==> config.mk <==
export PLATFORM = sky130hd
export DESIGN_NAME = rst_seq
export DESIGN_NICKNAME = d
export VERILOG_FILES = /design/src/rtl/rst_seq_pkg.sv /design/src/rtl/rst_seq.sv
export SDC_FILE = /design/constraint.sdc
export NUM_CORES = 1
export LEC_CHECK = 0
export BUFFER_PORTS_ARGS = -buffer_cell sky130_fd_sc_hd__buf_4
export CAP_MARGIN = 20
export CELL_PAD_IN_SITES_DETAIL_PLACEMENT = 0
export CELL_PAD_IN_SITES_GLOBAL_PLACEMENT = 1
export CORE_MARGIN = 8
export CORE_UTILIZATION = 46
export DETAILED_ROUTE_END_ITERATION = 6
export PLACE_DENSITY = 0.84
export RECOVER_POWER = 100
export SETUP_SLACK_MARGIN = 0.3
export SYNTH_ARGS = -nofsm -noshare
export SYNTH_HDL_FRONTEND = slang
export SYNTH_SLANG_ARGS = --single-unit
==> constraint.sdc <==
create_clock -name CLK -period 2.1 [get_ports CLK]
set_input_delay 0.105 -clock CLK [delete_from_list [all_inputs] [get_ports CLK]]
set_output_delay 0.105 -clock CLK [all_outputs]
set_load 0.005 [all_outputs]
==> src/rtl/rst_seq_pkg.sv <==
// +----------------------------------------------------------------------------+
// | Module   : rst_seq_pkg                                                     |
// | Purpose  : Shared state encoding and width helpers for the reset release  |
// |            sequencer (rst_seq).                                            |
// | Contents : ST_HOLD / ST_SEQ / ST_DONE  2-bit state codes                  |
// |            clog2()                     ceiling log2 for width derivation  |
// |            max_of()                    larger of two ints                 |
// | Revision : 1.0  initial release                                            |
// +----------------------------------------------------------------------------+
`default_nettype none

package rst_seq_pkg;

  typedef logic [1:0] state_t;

  localparam state_t ST_HOLD = 2'd0;  // soft hold, every output asserted
  localparam state_t ST_SEQ  = 2'd1;  // releasing outputs in order
  localparam state_t ST_DONE = 2'd2;  // everything released

  // Ceiling log2; clog2(1) == 0, callers clamp where a zero width is illegal.
  function automatic int clog2(input int value);
    int result;
    int v;
    result = 0;
    v      = value - 1;
    while (v > 0) begin
      result = result + 1;
      v      = v >> 1;
    end
    return result;
  endfunction

  function automatic int max_of(input int a, input int b);
    return (a > b) ? a : b;
  endfunction

endpackage

`default_nettype wire

==> src/rtl/rst_seq.sv <==
// +----------------------------------------------------------------------------+
// | Module   : rst_seq                                                         |
// | Purpose  : Releases NUM_OUTS active-low block resets one at a time, bit 0 |
// |            first, STAGE_DELAY cycles apart. A soft-reset request          |
// |            re-asserts every output, holds for SOFT_HOLD cycles, then      |
// |            replays the release sequence.                                  |
// | Ports    : CLK           in   system clock                                |
// |            RST           in   async active-low reset (pre-synchronized)   |
// |            SOFT_RST_REQ  in   sync active-high soft-reset request         |
// |            RST_OUT       out  [NUM_OUTS] active-low block resets          |
// |            SEQ_DONE      out  every RST_OUT bit released                  |
// |            BUSY          out  holding or sequencing (== !SEQ_DONE)        |
// | Revision : 1.0  initial release                                            |
// +----------------------------------------------------------------------------+
`default_nettype none

module rst_seq
  import rst_seq_pkg::*;
#(
  parameter int NUM_OUTS    = 3,
  parameter int STAGE_DELAY = 16,
  parameter int SOFT_HOLD   = 8
) (
  input  logic                CLK,
  input  logic                RST,
  input  logic                SOFT_RST_REQ,
  output logic [NUM_OUTS-1:0] RST_OUT,
  output logic                SEQ_DONE,
  output logic                BUSY
);

  localparam int CNT_RAW = clog2(max_of(STAGE_DELAY, SOFT_HOLD));
  localparam int CNT_W   = (CNT_RAW < 1) ? 1 : CNT_RAW;
  localparam int IDX_W   = clog2(NUM_OUTS) + 1;

  localparam logic [CNT_W-1:0] STAGE_LAST = CNT_W'(STAGE_DELAY - 1);
  localparam logic [CNT_W-1:0] HOLD_LAST  = CNT_W'(SOFT_HOLD - 1);
  localparam logic [IDX_W-1:0] IDX_LAST   = IDX_W'(NUM_OUTS - 1);

  generate
    if (NUM_OUTS < 1) begin : g_chk_num_outs
      $error("rst_seq: NUM_OUTS must be >= 1");
    end
    if (STAGE_DELAY < 1) begin : g_chk_stage_delay
      $error("rst_seq: STAGE_DELAY must be >= 1");
    end
    if (SOFT_HOLD < 1) begin : g_chk_soft_hold
      $error("rst_seq: SOFT_HOLD must be >= 1");
    end
  endgenerate

  state_t              state_q,   state_d;
  logic [CNT_W-1:0]    cnt_q,     cnt_d;
  logic [IDX_W-1:0]    idx_q,     idx_d;
  logic [NUM_OUTS-1:0] rst_out_q, rst_out_d;
  logic                done_q,    done_d;
  logic                busy_q,    busy_d;

  always_comb begin
    state_d   = state_q;
    cnt_d     = cnt_q;
    idx_d     = idx_q;
    rst_out_d = rst_out_q;
    done_d    = done_q;
    busy_d    = busy_q;

    // A request overrides anything else on the same edge, including a
    // release that would otherwise happen, and restarts an ongoing hold.
    if (SOFT_RST_REQ) begin
      state_d   = ST_HOLD;
      cnt_d     = '0;
      idx_d     = '0;
      rst_out_d = '0;
      done_d    = 1'b0;
      busy_d    = 1'b1;
    end else begin
      case (state_q)
        ST_HOLD: begin
          if (cnt_q == HOLD_LAST) begin
            state_d = ST_SEQ;
            cnt_d   = '0;
          end else begin
            cnt_d = cnt_q + CNT_W'(1);
          end
        end

        ST_SEQ: begin
          if (cnt_q == STAGE_LAST) begin
            cnt_d = '0;
            idx_d = idx_q + IDX_W'(1);
            for (int i = 0; i < NUM_OUTS; i++) begin
              if (idx_q == IDX_W'(i)) begin
                rst_out_d[i] = 1'b1;
              end
            end
            // Done/busy flip on the same edge as the final release so the
            // status flops never disagree with RST_OUT.
            if (idx_q == IDX_LAST) begin
              state_d = ST_DONE;
              done_d  = 1'b1;
              busy_d  = 1'b0;
            end
          end else begin
            cnt_d = cnt_q + CNT_W'(1);
          end
        end

        ST_DONE: begin
        end

        default: begin
          // Unreachable encoding: fall back to a full hold, outputs asserted.
          state_d   = ST_HOLD;
          cnt_d     = '0;
          idx_d     = '0;
          rst_out_d = '0;
          done_d    = 1'b0;
          busy_d    = 1'b1;
        end
      endcase
    end
  end

  // Power-up lands directly in ST_SEQ so sequencing begins on the first edge.
  always_ff @(posedge CLK or negedge RST) begin
    if (!RST) begin
      state_q   <= ST_SEQ;
      cnt_q     <= '0;
      idx_q     <= '0;
      rst_out_q <= '0;
      done_q    <= 1'b0;
      busy_q    <= 1'b1;
    end else begin
      state_q   <= state_d;
      cnt_q     <= cnt_d;
      idx_q     <= idx_d;
      rst_out_q <= rst_out_d;
      done_q    <= done_d;
      busy_q    <= busy_d;
    end
  end

  // Every output is a flop so downstream async resets see no decode glitches.
  assign RST_OUT  = rst_out_q;
  assign SEQ_DONE = done_q;
  assign BUSY     = busy_q;

endmodule

`default_nettype wire

* After elaboration in Yosys (flattened, before gate mapping)
Index checks and enable logic that the tools add are counted.
Storage, ports and cells: word-level logic and storage cells 56, register bits after elaboration 14
Cells by class: add/sub/neg operators 2, equal/unequal tests 13, mux-type cells 25, reductions and logical operators 8
Operator list (number):
- inequality test 3 bit (second input constant) | 5
- 2-to-1 mux 3 bit | 4
- 2-to-1 mux 4 bit | 3
- case mux 3 bit (2 select lines) | 2
- case mux 4 bit (3 select lines) | 1
- AND reduction 3 bit | 3
- 2-to-1 mux 1 bit | 8
- 2-to-1 mux 2 bit | 4
- case mux 2 bit (3 select lines) | 1
- adder 4 x 1 -> 4 bit (second input constant) | 1
- equality test 4 x 3 -> 1 bit (second input constant) | 1
- equality test 4 bit (second input constant) | 1
- case mux 1 bit (2 select lines) | 2
- AND reduction 4 bit | 1
- adder 3 x 1 -> 3 bit (second input constant) | 1
- equality test 3 x 1 -> 1 bit (second input constant) | 1
- equality test 3 x 2 -> 1 bit (second input constant) | 1
- logical NOT 3 bit | 1
- equality test 2 x 1 -> 1 bit (second input constant) | 1
- equality test 2 bit (second input constant) | 1
- logical NOT 2 bit | 1
- inequality test 2 x 1 -> 1 bit (second input constant) | 1
- inequality test 2 bit (second input constant) | 1
- AND reduction 2 bit | 1
- OR reduction 2 bit | 1

* Logic depth before layout (Yosys ltp)
depth in word-level cells 5, gate-level depth with buffers 5, depth with buffers taken out 5

* Least setup slack after synthesis
OpenSTA, ideal clock, no wires.
kind reg-to-reg, start point reg cnt_q[0], end point reg idx_q[0], period minus slack after synthesis 1.462 ns, arrival time 1.346 ns, stages on the path, launching flop included 5, data required time 1.984 ns, slack 0.638 ns, buffers on the path 0, cells stage by stage dfrtp_1 ha_1 and3_2 or4_1 o311ai_0
On the way: longest elaborated chain between the ends 3
Ends and longest elaborated chain:
- start: declaration | RTL line rst_seq.sv:53 | logic [CNT_W-1:0] cnt_q, cnt_d;
- start signal: assignment | RTL line rst_seq.sv:135 | cnt_q <= cnt_d;
- equality test 4 bit | RTL line rst_seq.sv:88 | if (cnt_q == STAGE_LAST) begin
- inequality test 3 bit (no line)
- AND reduction 2 bit (no line)
- end signal: assignment | RTL line rst_seq.sv:136 | idx_q <= idx_d;
- end: declaration | RTL line rst_seq.sv:54 | logic [IDX_W-1:0] idx_q, idx_d;
No other way between the ends. A chain may end at the register's enable or synchronous reset.

* Final worst setup path
Ends and elaborated chain as after synthesis.

==> flow_summary.ini <==
[clock_network]
cts-root-buf = clkbuf_4
post_cts_buffers = 0
cts_buffer_depth = 2
cts_sinks = 13
cts_tree = built
numCtsBuffers = 3
cts_max_level = 1
clk_latency_ps = 280
path_clk_slew_ps = 80

[grt]
grt_pass1_vias = 577
grt_max_degree = 18
grt_overflow = 0
grt_pass1_wl_um = 2620
antenna_found_initial = 0
grt_use_total_pct = 10.1

[floorplan]
die-area_um2 = 3190
io_pins = 8
fp.coreArea_um2 = 1520
die_w_um = 56.5
num_rows = 14
start_util_pct = 49.4
die_h_um = 56.5

[synth]
synth_seq_cells = 13
syn_nets = 87
synth-seq-area-share_pct = 43.5
synth.distinct_cells = 32
synth_cells = 79
yosysWarnings = 0
ys.flop_type = dfrtp_1
netlist_area_um2 = 753
syn-mean-instance-area_um2 = 9.53
synth_edf_count = 0
async_flop_share_pct = 100

[sta]
worst_pin_slew_ps = 684
fmax_mhz = 641
min_period_over_period_pct = 74.2
finalSetupTns_ps = 0
finalSetupViolCount = 0
rsz0062_at_grt = false
finalCriticalPeriod_ps = 1560
slew_viol_final = 0
hold_ws_ps = 69.9
hold_violations = 0
slew_headroom_pct = 54.4
skew_ps = 3.44

[critical_path]
r2r_slack_ps = 540
critPathCaptureType = flip-flop
cp-start-kind = flip-flop
arrival_ps = 1720
r2r-start = cnt_q[0]
r2r_cells = 4
crit-reg2reg-capture = idx_q[0]
cp_max_fo = 7
critPathSlowestCell = dfrtp_1
crit_family = simple AND/OR/NAND/NOR gates
path_buf_inv = 0
critPathRequiredTime_ps = 2260
max_stage_delay_ps = 420
critical_path_class = flip-flop to flip-flop
worstPathCellList = ha_1 -> and3_1 -> or4_1 -> o311ai_0

[layout]
diodes = 0
nets = 96
fin_area_um2 = 825
final_cells = 103
drive_gt1_share_pct = 12.6
n_fill_cell = 158
syn_to_final_growth_pct = 9.47
final_core_utilization_pct = 54.1

[min_path]
min_path_cells = 2
hold_start = SOFT_RST_REQ
worstHoldPathType = input port to flip-flop
holdPathEnd = state_q[0]

[routing]
wl_um = 1410
vias = 604
drtPass1Iterations = 4
routed_via_density = 5.86
routedWlPerCell_um = 13.7
ant_nets = 0
drc_errors = 0
first_iter_violations = 11

[status]
run_status = completed

[placed_design]
placedCellCount = 98
port_buffers = 7
gp_congestion = 0.798
place_area_um2 = 797
dp_hpwl_um = 997

[power_and_ir_drop]
leakage_uw = 0.000343
p_per_area_nw_per_um2 = 595
max-vdd-ir-drop_mv = 0.353

[flow_run]
cap_violations = 0
[where the power goes]
group	switching [uW]	internal [uW]	leakage [uW]
Sequential	14.2	262	0.000171
Clock	83.2	73.8	0.0000150
Combinational	32.8	24.4	0.000157
Total	130	361	0.000343
[through the flow]
step | setup slack, ps | total power (uW)
after floorplan | 638 | 318
after detailed placement | 563 | 338
final | 541 | 491
after CTS | 534 | 498
after global placement | 594 | 337
after global routing | 418 | 521
[worst max-delay path by stage]
stage,from,to,cells after the start
after detailed placement,cnt_q[0],idx_q[0],4
after global routing,cnt_q[0],idx_q[2],4
after CTS,cnt_q[0],idx_q[0],4
after global placement,cnt_q[0],idx_q[0],4
final,cnt_q[0],idx_q[0],4
after floorplan,cnt_q[0],idx_q[0],4
[logic make-up after synthesis]
logic type,count (synthesis),synth area share (%)
AO/OA/AOI/OAI,20,17.3
AND/OR/NAND/NOR,31,24.1
flip-flops,13,43.5
adder cells (fa/ha/maj),5,8.31
buffers and inverters,10,6.81
[registers in the layout, summed over array words and instances (netlist names)]
signal,flops
RST_OUT,3
cnt_q,4
state_q,2
idx_q,3
BUSY,1
[Yosys cell counts, types with 2 or more instances]
cell      number  area share, %
nor2b_1        3            2.5
a31oi_1        2            1.7
o21ai_0        4            2.7
buf_2          2            1.3
nor2_1         5            2.5
nand4b_1       3            3.5
inv_1          6            3.0
dfstp_2        2            7.0
nand4_1        2            1.7
nor4b_1        2            2.3
a21oi_1        6            4.0
ha_1           5            8.3
nand2_1        8            4.0
dfrtp_1       11             37
[cell type report]
type	instances	area, um^2	share of cell area, %
Tap cell	16	20.0	2.43
Sequential cell	13	328	39.8
Clock buffer	4	26.3	3.19
Multi-Input combinational cell	56	373	45.2
Timing Repair Buffer	8	55.1	6.68
Inverter	6	22.5	2.73
[cell usage in the layout (no fill, tap or decap), types with 2 or more instances in the layout]
master / count
dfrtp_1: 11
nand2_1: 8
clkbuf_4: 7
inv_1: 6
a21oi_1: 6
nor2_1: 5
ha_1: 5
o21ai_0: 4
nand4b_1: 3
nor2b_1: 3
clkbuf_1: 3
dfstp_2: 2
nand4_1: 2
a31oi_1: 2
nor4b_1: 2
[timing repair]
item                                   in CTS  in global routing
hold buffers                                1                  0
endpoints found under the hold margin      13                  0
resized for setup                           0                  0
[routing by layer]
| metal | wire (um) | global-route usage, % | vias up |
|---|---|---|---|
| li1 | - | - | 306 |
| met1 | 680 | 12.5 | 285 |
| met2 | 632 | 15.2 | 8 |
| met3 | 54 | 2.70 | 5 |
| met4 | 41 | 6.19 | 0 |
| met5 | 0 | 0 | - |
No activity file was read; power rests on OpenSTA's default activity.
